[src/rtl/mem_dumper_if.sv]
// Bus bundle for mem_dumper: dump request, synchronous-RAM read port and
// the valid/ready word stream. The block uses the slave view.
interface mem_dumper_if #(
   parameter int ADDR_WIDTH = 16,
   parameter int DATA_WIDTH = 16
);
   logic                  start;
   logic [ADDR_WIDTH-1:0] base_addr;
   logic [ADDR_WIDTH-1:0] word_count;
   logic                  abort;
   logic                  mem_read;
   logic [ADDR_WIDTH-1:0] mem_addr;
   logic [DATA_WIDTH-1:0] mem_read_data;
   logic                  out_valid;
   logic                  out_ready;
   logic [DATA_WIDTH-1:0] out_data;
   logic [ADDR_WIDTH-1:0] out_addr;
   logic                  out_last;
   logic                  busy;
   logic                  done;

   modport slave (
      input  start, base_addr, word_count, abort, mem_read_data, out_ready,
      output mem_read, mem_addr, out_valid, out_data, out_addr, out_last, busy, done
   );

   modport master (
      output start, base_addr, word_count, abort, mem_read_data, out_ready,
      input  mem_read, mem_addr, out_valid, out_data, out_addr, out_last, busy, done
   );
endinterface

[src/rtl/mem_dumper.sv]
// Reads word_count words from a synchronous RAM starting at base_addr and
// streams each one out over a valid/ready handshake, one word per 3 cycles.
module mem_dumper #(
   parameter int ADDR_WIDTH = 16,
   parameter int DATA_WIDTH = 16
) (
   input  logic        clock,
   input  logic        reset_n,
   mem_dumper_if.slave bus
);
   typedef enum logic [2:0] {
      ST_IDLE = 3'd0,
      ST_READ = 3'd1,
      ST_WAIT = 3'd2,
      ST_SEND = 3'd3,
      ST_DONE = 3'd4
   } state_t;

   localparam logic [ADDR_WIDTH-1:0] ONE_A = {{(ADDR_WIDTH-1){1'b0}}, 1'b1};

   state_t                state_q, state_d;
   logic [ADDR_WIDTH-1:0] cur_addr_q, cur_addr_d;
   logic [ADDR_WIDTH-1:0] remaining_q, remaining_d;
   logic [ADDR_WIDTH-1:0] out_addr_q, out_addr_d;
   logic [DATA_WIDTH-1:0] out_data_q, out_data_d;
   logic [ADDR_WIDTH-1:0] mem_addr_q, mem_addr_d;
   logic                  mem_read_q, mem_read_d;
   logic                  out_valid_q, out_valid_d;
   logic                  out_last_q, out_last_d;
   logic                  busy_q, busy_d;
   logic                  done_q, done_d;

   // State, address/count and captured-word registers
   always_ff @(posedge clock or negedge reset_n) begin
      if (!reset_n) begin
         state_q     <= ST_IDLE;
         cur_addr_q  <= '0;
         remaining_q <= '0;
         out_addr_q  <= '0;
         out_data_q  <= '0;
      end else begin
         state_q     <= state_d;
         cur_addr_q  <= cur_addr_d;
         remaining_q <= remaining_d;
         out_addr_q  <= out_addr_d;
         out_data_q  <= out_data_d;
      end
   end

   // Next-state and datapath updates; abort outranks any handshake
   always_comb begin
      state_d     = state_q;
      cur_addr_d  = cur_addr_q;
      remaining_d = remaining_q;
      out_addr_d  = out_addr_q;
      out_data_d  = out_data_q;
      if ((state_q != ST_IDLE) && bus.abort) begin
         state_d = ST_IDLE;
      end else begin
         case (state_q)
            ST_IDLE: begin
               if (bus.start && (bus.word_count != '0)) begin
                  cur_addr_d  = bus.base_addr;
                  remaining_d = bus.word_count;
                  state_d     = ST_READ;
               end else if (bus.start) begin
                  state_d = ST_DONE;
               end else begin
                  state_d = ST_IDLE;
               end
            end
            ST_READ: state_d = ST_WAIT;
            ST_WAIT: begin
               out_data_d = bus.mem_read_data;
               out_addr_d = cur_addr_q;
               state_d    = ST_SEND;
            end
            ST_SEND: begin
               if (bus.out_ready && (remaining_q == ONE_A)) begin
                  state_d = ST_DONE;
               end else if (bus.out_ready) begin
                  // Counter stays >= 1, so a full-range count never wraps
                  remaining_d = remaining_q - ONE_A;
                  cur_addr_d  = cur_addr_q + ONE_A;
                  state_d     = ST_READ;
               end else begin
                  state_d = ST_SEND;
               end
            end
            ST_DONE: state_d = ST_IDLE;
            default: state_d = ST_IDLE;
         endcase
      end
   end

   // Output decode from the next state so every output leaves a flop
   always_comb begin
      mem_read_d  = (state_d == ST_READ);
      mem_addr_d  = (state_d == ST_READ) ? cur_addr_d : '0;
      out_valid_d = (state_d == ST_SEND);
      out_last_d  = (state_d == ST_SEND) && (remaining_d == ONE_A);
      busy_d      = (state_d != ST_IDLE);
      done_d      = (state_d == ST_DONE);
   end

   // Output registers
   always_ff @(posedge clock or negedge reset_n) begin
      if (!reset_n) begin
         mem_read_q  <= 1'b0;
         mem_addr_q  <= '0;
         out_valid_q <= 1'b0;
         out_last_q  <= 1'b0;
         busy_q      <= 1'b0;
         done_q      <= 1'b0;
      end else begin
         mem_read_q  <= mem_read_d;
         mem_addr_q  <= mem_addr_d;
         out_valid_q <= out_valid_d;
         out_last_q  <= out_last_d;
         busy_q      <= busy_d;
         done_q      <= done_d;
      end
   end

   assign bus.mem_read  = mem_read_q;
   assign bus.mem_addr  = mem_addr_q;
   assign bus.out_valid = out_valid_q;
   assign bus.out_data  = out_data_q;
   assign bus.out_addr  = out_addr_q;
   assign bus.out_last  = out_last_q;
   assign bus.busy      = busy_q;
   assign bus.done      = done_q;
endmodule

[src/flat_wrapper.sv]
// flat-port wrapper written by rule: the top's interface ports become plain ports
module mem_dumper_flat 
#(
   parameter int ADDR_WIDTH = 16,
   parameter int DATA_WIDTH = 16
)
  (clock, reset_n, bus_start, bus_base_addr, bus_word_count, bus_abort, bus_mem_read_data, bus_out_ready, bus_mem_read, bus_mem_addr, bus_out_valid, bus_out_data, bus_out_addr, bus_out_last, bus_busy, bus_done);
  mem_dumper_if #(.ADDR_WIDTH(ADDR_WIDTH), .DATA_WIDTH(DATA_WIDTH)) bus_i ();
  input  logic clock;
  input  logic reset_n;
  input wire logic [$bits(bus_i.start)-1:0] bus_start;
  input wire logic [$bits(bus_i.base_addr)-1:0] bus_base_addr;
  input wire logic [$bits(bus_i.word_count)-1:0] bus_word_count;
  input wire logic [$bits(bus_i.abort)-1:0] bus_abort;
  input wire logic [$bits(bus_i.mem_read_data)-1:0] bus_mem_read_data;
  input wire logic [$bits(bus_i.out_ready)-1:0] bus_out_ready;
  output wire logic [$bits(bus_i.mem_read)-1:0] bus_mem_read;
  output wire logic [$bits(bus_i.mem_addr)-1:0] bus_mem_addr;
  output wire logic [$bits(bus_i.out_valid)-1:0] bus_out_valid;
  output wire logic [$bits(bus_i.out_data)-1:0] bus_out_data;
  output wire logic [$bits(bus_i.out_addr)-1:0] bus_out_addr;
  output wire logic [$bits(bus_i.out_last)-1:0] bus_out_last;
  output wire logic [$bits(bus_i.busy)-1:0] bus_busy;
  output wire logic [$bits(bus_i.done)-1:0] bus_done;
  assign bus_i.start = bus_start;
  assign bus_i.base_addr = bus_base_addr;
  assign bus_i.word_count = bus_word_count;
  assign bus_i.abort = bus_abort;
  assign bus_i.mem_read_data = bus_mem_read_data;
  assign bus_i.out_ready = bus_out_ready;
  assign bus_mem_read = bus_i.mem_read;
  assign bus_mem_addr = bus_i.mem_addr;
  assign bus_out_valid = bus_i.out_valid;
  assign bus_out_data = bus_i.out_data;
  assign bus_out_addr = bus_i.out_addr;
  assign bus_out_last = bus_i.out_last;
  assign bus_busy = bus_i.busy;
  assign bus_done = bus_i.done;
  mem_dumper #(.ADDR_WIDTH(ADDR_WIDTH), .DATA_WIDTH(DATA_WIDTH)) u_core (.clock(clock), .reset_n(reset_n), .bus(bus_i));
endmodule
[config.mk]
export PLATFORM = sky130hd
export DESIGN_NAME = mem_dumper_flat
export DESIGN_NICKNAME = d
export VERILOG_FILES = /design/src/rtl/mem_dumper_if.sv /design/src/rtl/mem_dumper.sv /design/src/flat_wrapper.sv
export SDC_FILE = /design/constraint.sdc
export NUM_CORES = 1
export LEC_CHECK = 0
export ABC_AREA = 1
export BUFFER_PORTS_ARGS = -buffer_cell sky130_fd_sc_hd__buf_2
export CAP_MARGIN = 15
export CORE_ASPECT_RATIO = 2
export CORE_MARGIN = 1
export CORE_UTILIZATION = 59
export DETAILED_ROUTE_END_ITERATION = 8
export GPL_TIMING_DRIVEN = 0
export PLACE_DENSITY = 0.89
export SETUP_SLACK_MARGIN = 0.05
export SLEW_MARGIN = 20
export SYNTH_ARGS = -nofsm -noshare
export SYNTH_HDL_FRONTEND = slang
export SYNTH_SLANG_ARGS = --single-unit
[constraint.sdc]
create_clock -name clock -period 3.9 [get_ports clock]
set_input_delay 0.39 -clock clock [delete_from_list [all_inputs] [get_ports clock]]
set_output_delay 0.39 -clock clock [all_outputs]
set_load 0.02 [all_outputs]
**Word-level counts from Yosys, hierarchy flattened**

Index checks and enable logic that the tools add are counted.

- $add $sub $neg: 2
- Multiply operators: 0
- Div/mod/pow operators: 0
- Order comparisons: 0
- Equality and inequality tests: 8
- Shifts and indexed selects: 0
- Mux-type cells: 17
- Bitwise gates (word level): 1
- Reductions and logical operators: 9

Operators by type and width:

| operator | number |
|---|---|
| 16-bit 2-to-1 mux | 9 |
| 16-bit case mux with 2 select lines | 2 |
| 16-bit by 1-bit == test with 1-bit output (second input constant) | 2 |
| 16-bit by 1-bit adder with 16-bit output (second input constant) | 1 |
| 16-bit nonzero test | 1 |
| 16-bit by 1-bit subtractor with 16-bit output (second input constant) | 1 |
| 3-bit 2-to-1 mux | 4 |
| 3-bit case mux with 4 select lines | 1 |
| 3-bit by 2-bit == test with 1-bit output (second input constant) | 3 |
| 3-bit by 1-bit == test with 1-bit output (second input constant) | 2 |
| 3-bit nonzero test | 2 |
| 1-bit logical AND | 4 |
| 3-bit == test (second input constant) | 1 |
| 3-bit logical NOT | 1 |
| 2-bit 2-to-1 mux | 1 |
| 2-bit AND reduction | 1 |
| 1-bit inverter | 1 |

- Bits in registers: 88
- Latch bits: 0
- Memory bits (writable): 0
- Memory bits (read-only): 0
- Input port bits: 53
- Output and inout port bits: 53
- Word-level logic and storage cells: 48
- Memories: 0

**Longest topological paths before layout**

- Word-level depth: 7
- Depth in mapped cells: 16

**Worst setup path before layout**

No wires, ideal clock.

- Path type: flip-flop to flip-flop
- Start: register u_core.remaining_q[1]
- End: register u_core.out_last_q (netlist: u_core.bus.out_last)
- Library setup time: 69 ps
- Data arrival time: 1704 ps
- Data required time: 3831 ps
- Path slack: 2127 ps
- Stages on the path, launching flop included: 14
- Buffers on the path: 1
- Path through: dfrtp_1 > inv_1 > ha_1 > nand3_1 > nor2_4 > nand3_4 > buf_6 > nand3_2 > nand2_2 > a21oi_2 > nand2_1 > nor2_1 > nand3_1 > nor2_2

- Word-level cells in the longest chain between the ends: 7

Ends and longest elaborated chain:

| what | line | source |
|---|---|---|
| from (decl) | mem_dumper.sv:23 | `logic [ADDR_WIDTH-1:0] remaining_q, remaining_d;` |
| from (signal assigned) | mem_dumper.sv:44 | `remaining_q <= remaining_d;` |
| 16-bit by 1-bit subtractor with 16-bit output or 16-bit by 1-bit == test with 1-bit output (tied branches) | mem_dumper.sv:83, mem_dumper.sv:79 |  |
| 16-bit 2-to-1 mux or 1-bit logical AND (tied branches) | mem_dumper.sv:81, mem_dumper.sv:79 |  |
| 16-bit 2-to-1 mux or 3-bit 2-to-1 mux (tied branches) | mem_dumper.sv:79 | `if (bus.out_ready && (remaining_q == ONE_A)) begin` |
| 16-bit case mux with 2 select lines or 3-bit case mux with 4 select lines (tied branches) | mem_dumper.sv:60 | `case (state_q)` |
| 16-bit 2-to-1 mux or 3-bit 2-to-1 mux (tied branches) | mem_dumper.sv:57 | `if ((state_q != ST_IDLE) && bus.abort) begin` |
| 16-bit by 1-bit == test with 1-bit output or 3-bit by 2-bit == test with 1-bit output (tied branches) | mem_dumper.sv:101 | `out_last_d = (state_d == ST_SEND) && (remaining_d == ONE_A);` |
| 1-bit logical AND * | mem_dumper.sv:101 |  |
| named net u_core.out_last_d | mem_dumper.sv:29 | `logic out_last_q, out_last_d;` |
| to (signal assigned) | mem_dumper.sv:119 | `out_last_q <= out_last_d;` |
| to (decl) | mem_dumper.sv:29 |  |

The timed path passes the listed nets; every way through them passes the cells marked *.
A chain may end at the register's enable or synchronous reset.

**Worst setup path after layout**

- Start: register u_core.remaining_q[1]
- End: register u_core.out_last_q (netlist: u_core.bus.out_last)

- Word-level cells in the longest chain between the ends: 7

Ends and longest elaborated chain:

| what | line |
|---|---|
| 16-bit by 1-bit == test with 1-bit output | mem_dumper.sv:79 |
| 1-bit logical AND | mem_dumper.sv:79 |
| 16-bit 2-to-1 mux | mem_dumper.sv:79 |
| 16-bit case mux with 2 select lines | mem_dumper.sv:60 |
| 16-bit 2-to-1 mux | mem_dumper.sv:57 |
| named net u_core.remaining_d[0] | mem_dumper.sv:23 |
| 16-bit by 1-bit == test with 1-bit output | mem_dumper.sv:101 |
| 1-bit logical AND | mem_dumper.sv:101 |
| named net u_core.out_last_d | mem_dumper.sv:29 |

The timed path passes the listed nets, and every way through them passes these cells.

==> results by group <==
Floorplanning
  – Die Ht: ~130 µm
  – Die Wd: 66.0 µm
  – Rows: 46
  – IO Pins: approximately 110
  – Starting density of the core: 60.9%
  – Core Area: between 7000 and 8000 µm²
  – Die Area: roughly 8600 µm²

Clocking
  – H-tree Lvls: 3
  – Root Driver: clkbuf_16
  – CTS Hold Bufs: 1
  – Worst-Skew Late Latency: 0.35 ns
  – CTS Buf Count: 9
  – Total clock sinks: 88
  – Post-CTS Setup Bufs: 0
  – Clock transition at path regs: 0.06 ns
  – Post-CTS Resized: 0
  – TritonCTS clock tree: built
  – Longest Clk Path Bufs: 2

Detailed routing
  – Vias after detailed routing: about 4800
  – Drt via density: ~5.8
  – Remaining antenna violation count: 0
  – Total wire length: about 14000 µm
  – Wirelength per Cell: 16.9 µm
  – Initial drt markers: around 430
  – Pre-antenna DRT Iters: 6
  – Drt drc: 0

Yosys
  – Seq/Total Area, Yosys: between 40 and 50%
  – Adder-Cell Fraction of Synth Area: less than 1%
  – Top post-synthesis cells by count: 127 x nand2_1, 88 x dfrtp_1, 83 x inv_1
  – Post-synthesis compound-gate area fraction: approximately 11%
  – Top cells by area in the synthesized netlist: dfrtp_1 46%, nand2_1 9.9%, inv_1 6.4%, nand3_1 5.7%, o21ai_0 5.0%
  – Top-count cell post-synth: nand2_1
  – Cell variety after synth: 32
  – Most used DFF post-synth: dfrtp_1
  – Post-Syn Instances: 613
  – Post-synth top area share: between 40% and 50%
  – Post-Synth Simple-Gate Area: 29.7%
  – Post-synth EDFFs: 0
  – Mux cell area share after synthesis: 3.73%
  – Synth Area in XOR/XNOR: 0%
  – Synth area leader: dfrtp_1
  – Async set or reset register ratio after synthesis: 100%
  – Syn_area_per_cell: around 7.9 µm²
  – Post-Synthesis Cell Area: approximately 4800 µm²
  – Syn_nets: around 670
  – Synthesis-stage register bit count: 88
  – Main combinational cell family by area after synthesis: simple AND/OR/NAND/NOR gates
  – Number of synthesis warnings: 0

Critical path
  – Worst Setup Start Kind: flop
  – Crit path arrival time: approximately 2.7 ns
  – WS Path Type: flop to flop
  – CP Data Required Time: 4.18 ns
  – CP endpoint kind: flop
  – Critical path peak fanout: 7

Timing
  – Final WS setup: 1.51 ns
  – Tcrit/Tclk final: between 60% and 70%
  – Final Hold Viols: 0
  – Setup TNS: 0 ns
  – Min cycle time layout: ~2.4 ns
  – Unrepaired setup endpoints after global routing: no
  – Final setup viols: 0
  – Rel. slew slack: between 50 and 60%
  – Clock skew: 0.00585 ns
  – Peak Freq: approximately 420 MHz
  – Final slew viol count: 0
  – Slew @ Worst Pin: approximately 0.65 ns

Global routing
  – First-pass GRT wire length: about 22000 µm
  – Total track usage: 35.2%
  – Initial antenna violation count: 0
  – Overflow after GRT: 0
  – Largest net degree at the start of global routing: 60
  – Vias in the first global route: around 4900

Layout
  – Fillcell total: 637
  – Final Instance Area: between 5000 and 6000 µm²
  – Reg area: 2200 µm²
  – P&R area growth vs syn: 19.9%
  – Multi-input logic area: between 2000 and 2500 µm²
  – Post-layout util: 73.0%
  – Nets@finish: 786
  – Share of cells above drive strength 1: a little over a quarter
  – Ant diodes: 0

Power
  – Clock group share of total power: between 10% and 20%
  – Leakage power: 3.12 nW
  – P_sw: roughly 2.3 mW
  – Sw frac: a little under half
  – PwrDens: between 800 and 900 nW/µm²
  – Logic pwr share: between 40% and 50%
  – Int Pwr: ~2.5 mW
  – Peak VDD IR: roughly 0.00032 V
  – Sequential power share: 34.2%
  – Pwr Total: ~4.8 mW

Place
  – PortBufs: roughly 100
  – Post-DP HPWL: 10500 µm
  – Place WS: between 1.5 and 2 ns
  – Placer congestion estimate: around 0.93
  – DP Area: 5510 µm²

Outcome
  – Status: complete, no violations

Worst hold path
  – Hold WC Path Type: input pin to flop

Run
  – Total of max-cap violations: 0
power by group through the flow:
stage / registers, mW / clock network, mW / logic (mW)
finish: 1.65 / 0.829 / 2.33
global route: 1.69 / 0.867 / 2.57
CTS: 1.63 / 0.826 / 2.30
detailed placement: 1.65 / 0 / 2.28
global placement: 1.62 / 0 / 2.19
floorplan: 1.89 / 0 / 1.28
through the flow:
step	instances	hold slack (ns)
after floorplan	613	0.0944
after global placement	813	0.464
after detailed placement	814	0.350
after CTS	831	0.279
after global routing	831	0.282
final	831	0.274
cell families after synthesis:
kind of cell / count (synthesis)
and+or+nand+nor: 297
buffers and inverters: 114
AOI/OAI and AO/OA: 95
DFF: 88
muxes: 16
adders and majority gates: 3
worst max-delay path, cell delays in order (launching register included):
cell and delay, ns:
dfrtp_1 0.41, inv_1 0.11, ha_1 0.21, nand3_1 0.15, nor2_4 0.20, nand2_4 0.10, nand2_2 0.13, nand2_1 0.08
nand2_2 0.15, nand2_1 0.07, nand2_1 0.10, nand3_1 0.07, nor2_1 0.24, nand3_1 0.19, nor2_2 0.10
cells in the final DEF, fill, tap and decap left out, drive strengths merged:
| cell type | netlist | routed |
|---|---|---|
| clkbuf | 9 | 21 |
| mux2 | 16 | 16 |
| buf | 10 | 115 |
| ha | 3 | 3 |
| o21ai | 54 | 54 |
| nand3b | 4 | 4 |
| nor4 | 1 | 1 |
| clkinvlp | 0 | 1 |
| nand3 | 61 | 61 |
| inv | 91 | 92 |
| nand2 | 140 | 140 |
| clkinv | 4 | 6 |
| dfrtp | 88 | 88 |
| o211ai | 16 | 16 |
| nand4 | 17 | 17 |
| nor3b | 1 | 1 |
| dlygate4sd3 | 0 | 1 |
| a21oi | 25 | 25 |
| or2 | 2 | 2 |
| nor2 | 66 | 66 |
| or3 | 1 | 1 |
| nor3 | 4 | 4 |
state kept, by name, indices dropped and copies added, names as in the netlist, 3 cells and up:
| signal | cells |
|---|---|
| u_core.bus.out_addr | 16 |
| u_core.bus.mem_addr | 16 |
| u_core.cur_addr_q | 16 |
| u_core.bus.out_data | 16 |
| u_core.state_q | 3 |
| u_core.remaining_q | 16 |
worst paths after layout:
kind	start	end	slack, ns	depth (start not counted)
max in group asynchronous	reset_n	u_core.bus.mem_addr[12]	2.75	3
worst max-delay path	u_core.remaining_q[1]	u_core.bus.out_last	1.51	14
worst max register to register	u_core.remaining_q[1]	u_core.bus.out_last	1.51	14
worst min-delay path	bus_mem_read_data[6]	u_core.bus.out_data[6]	0.27	2
worst min register to register	u_core.bus.out_addr[0]	u_core.bus.out_addr[0]	0.49	2
min in group asynchronous	reset_n	u_core.bus.mem_addr[1]	0.53	2
metal layers:
metal	part of all wire, %	GRT usage [%]
met1	33	34.0
met4	8.0	29.9
met2	52	62.8
met5	0	0
met3	6.7	5.42
area by class of cell:
cell class | count | share of cell area [%]
sequential | 88 | 38.0
multi-input combinational | 411 | 37.5
timing repair buffer | 106 | 9.67
inverter | 95 | 6.15
clock buffer | 12 | 4.42
tap | 96 | 2.07
buffer | 19 | 1.75
clock inverter | 4 | 0.453
(Power assumes the default switching activity.)
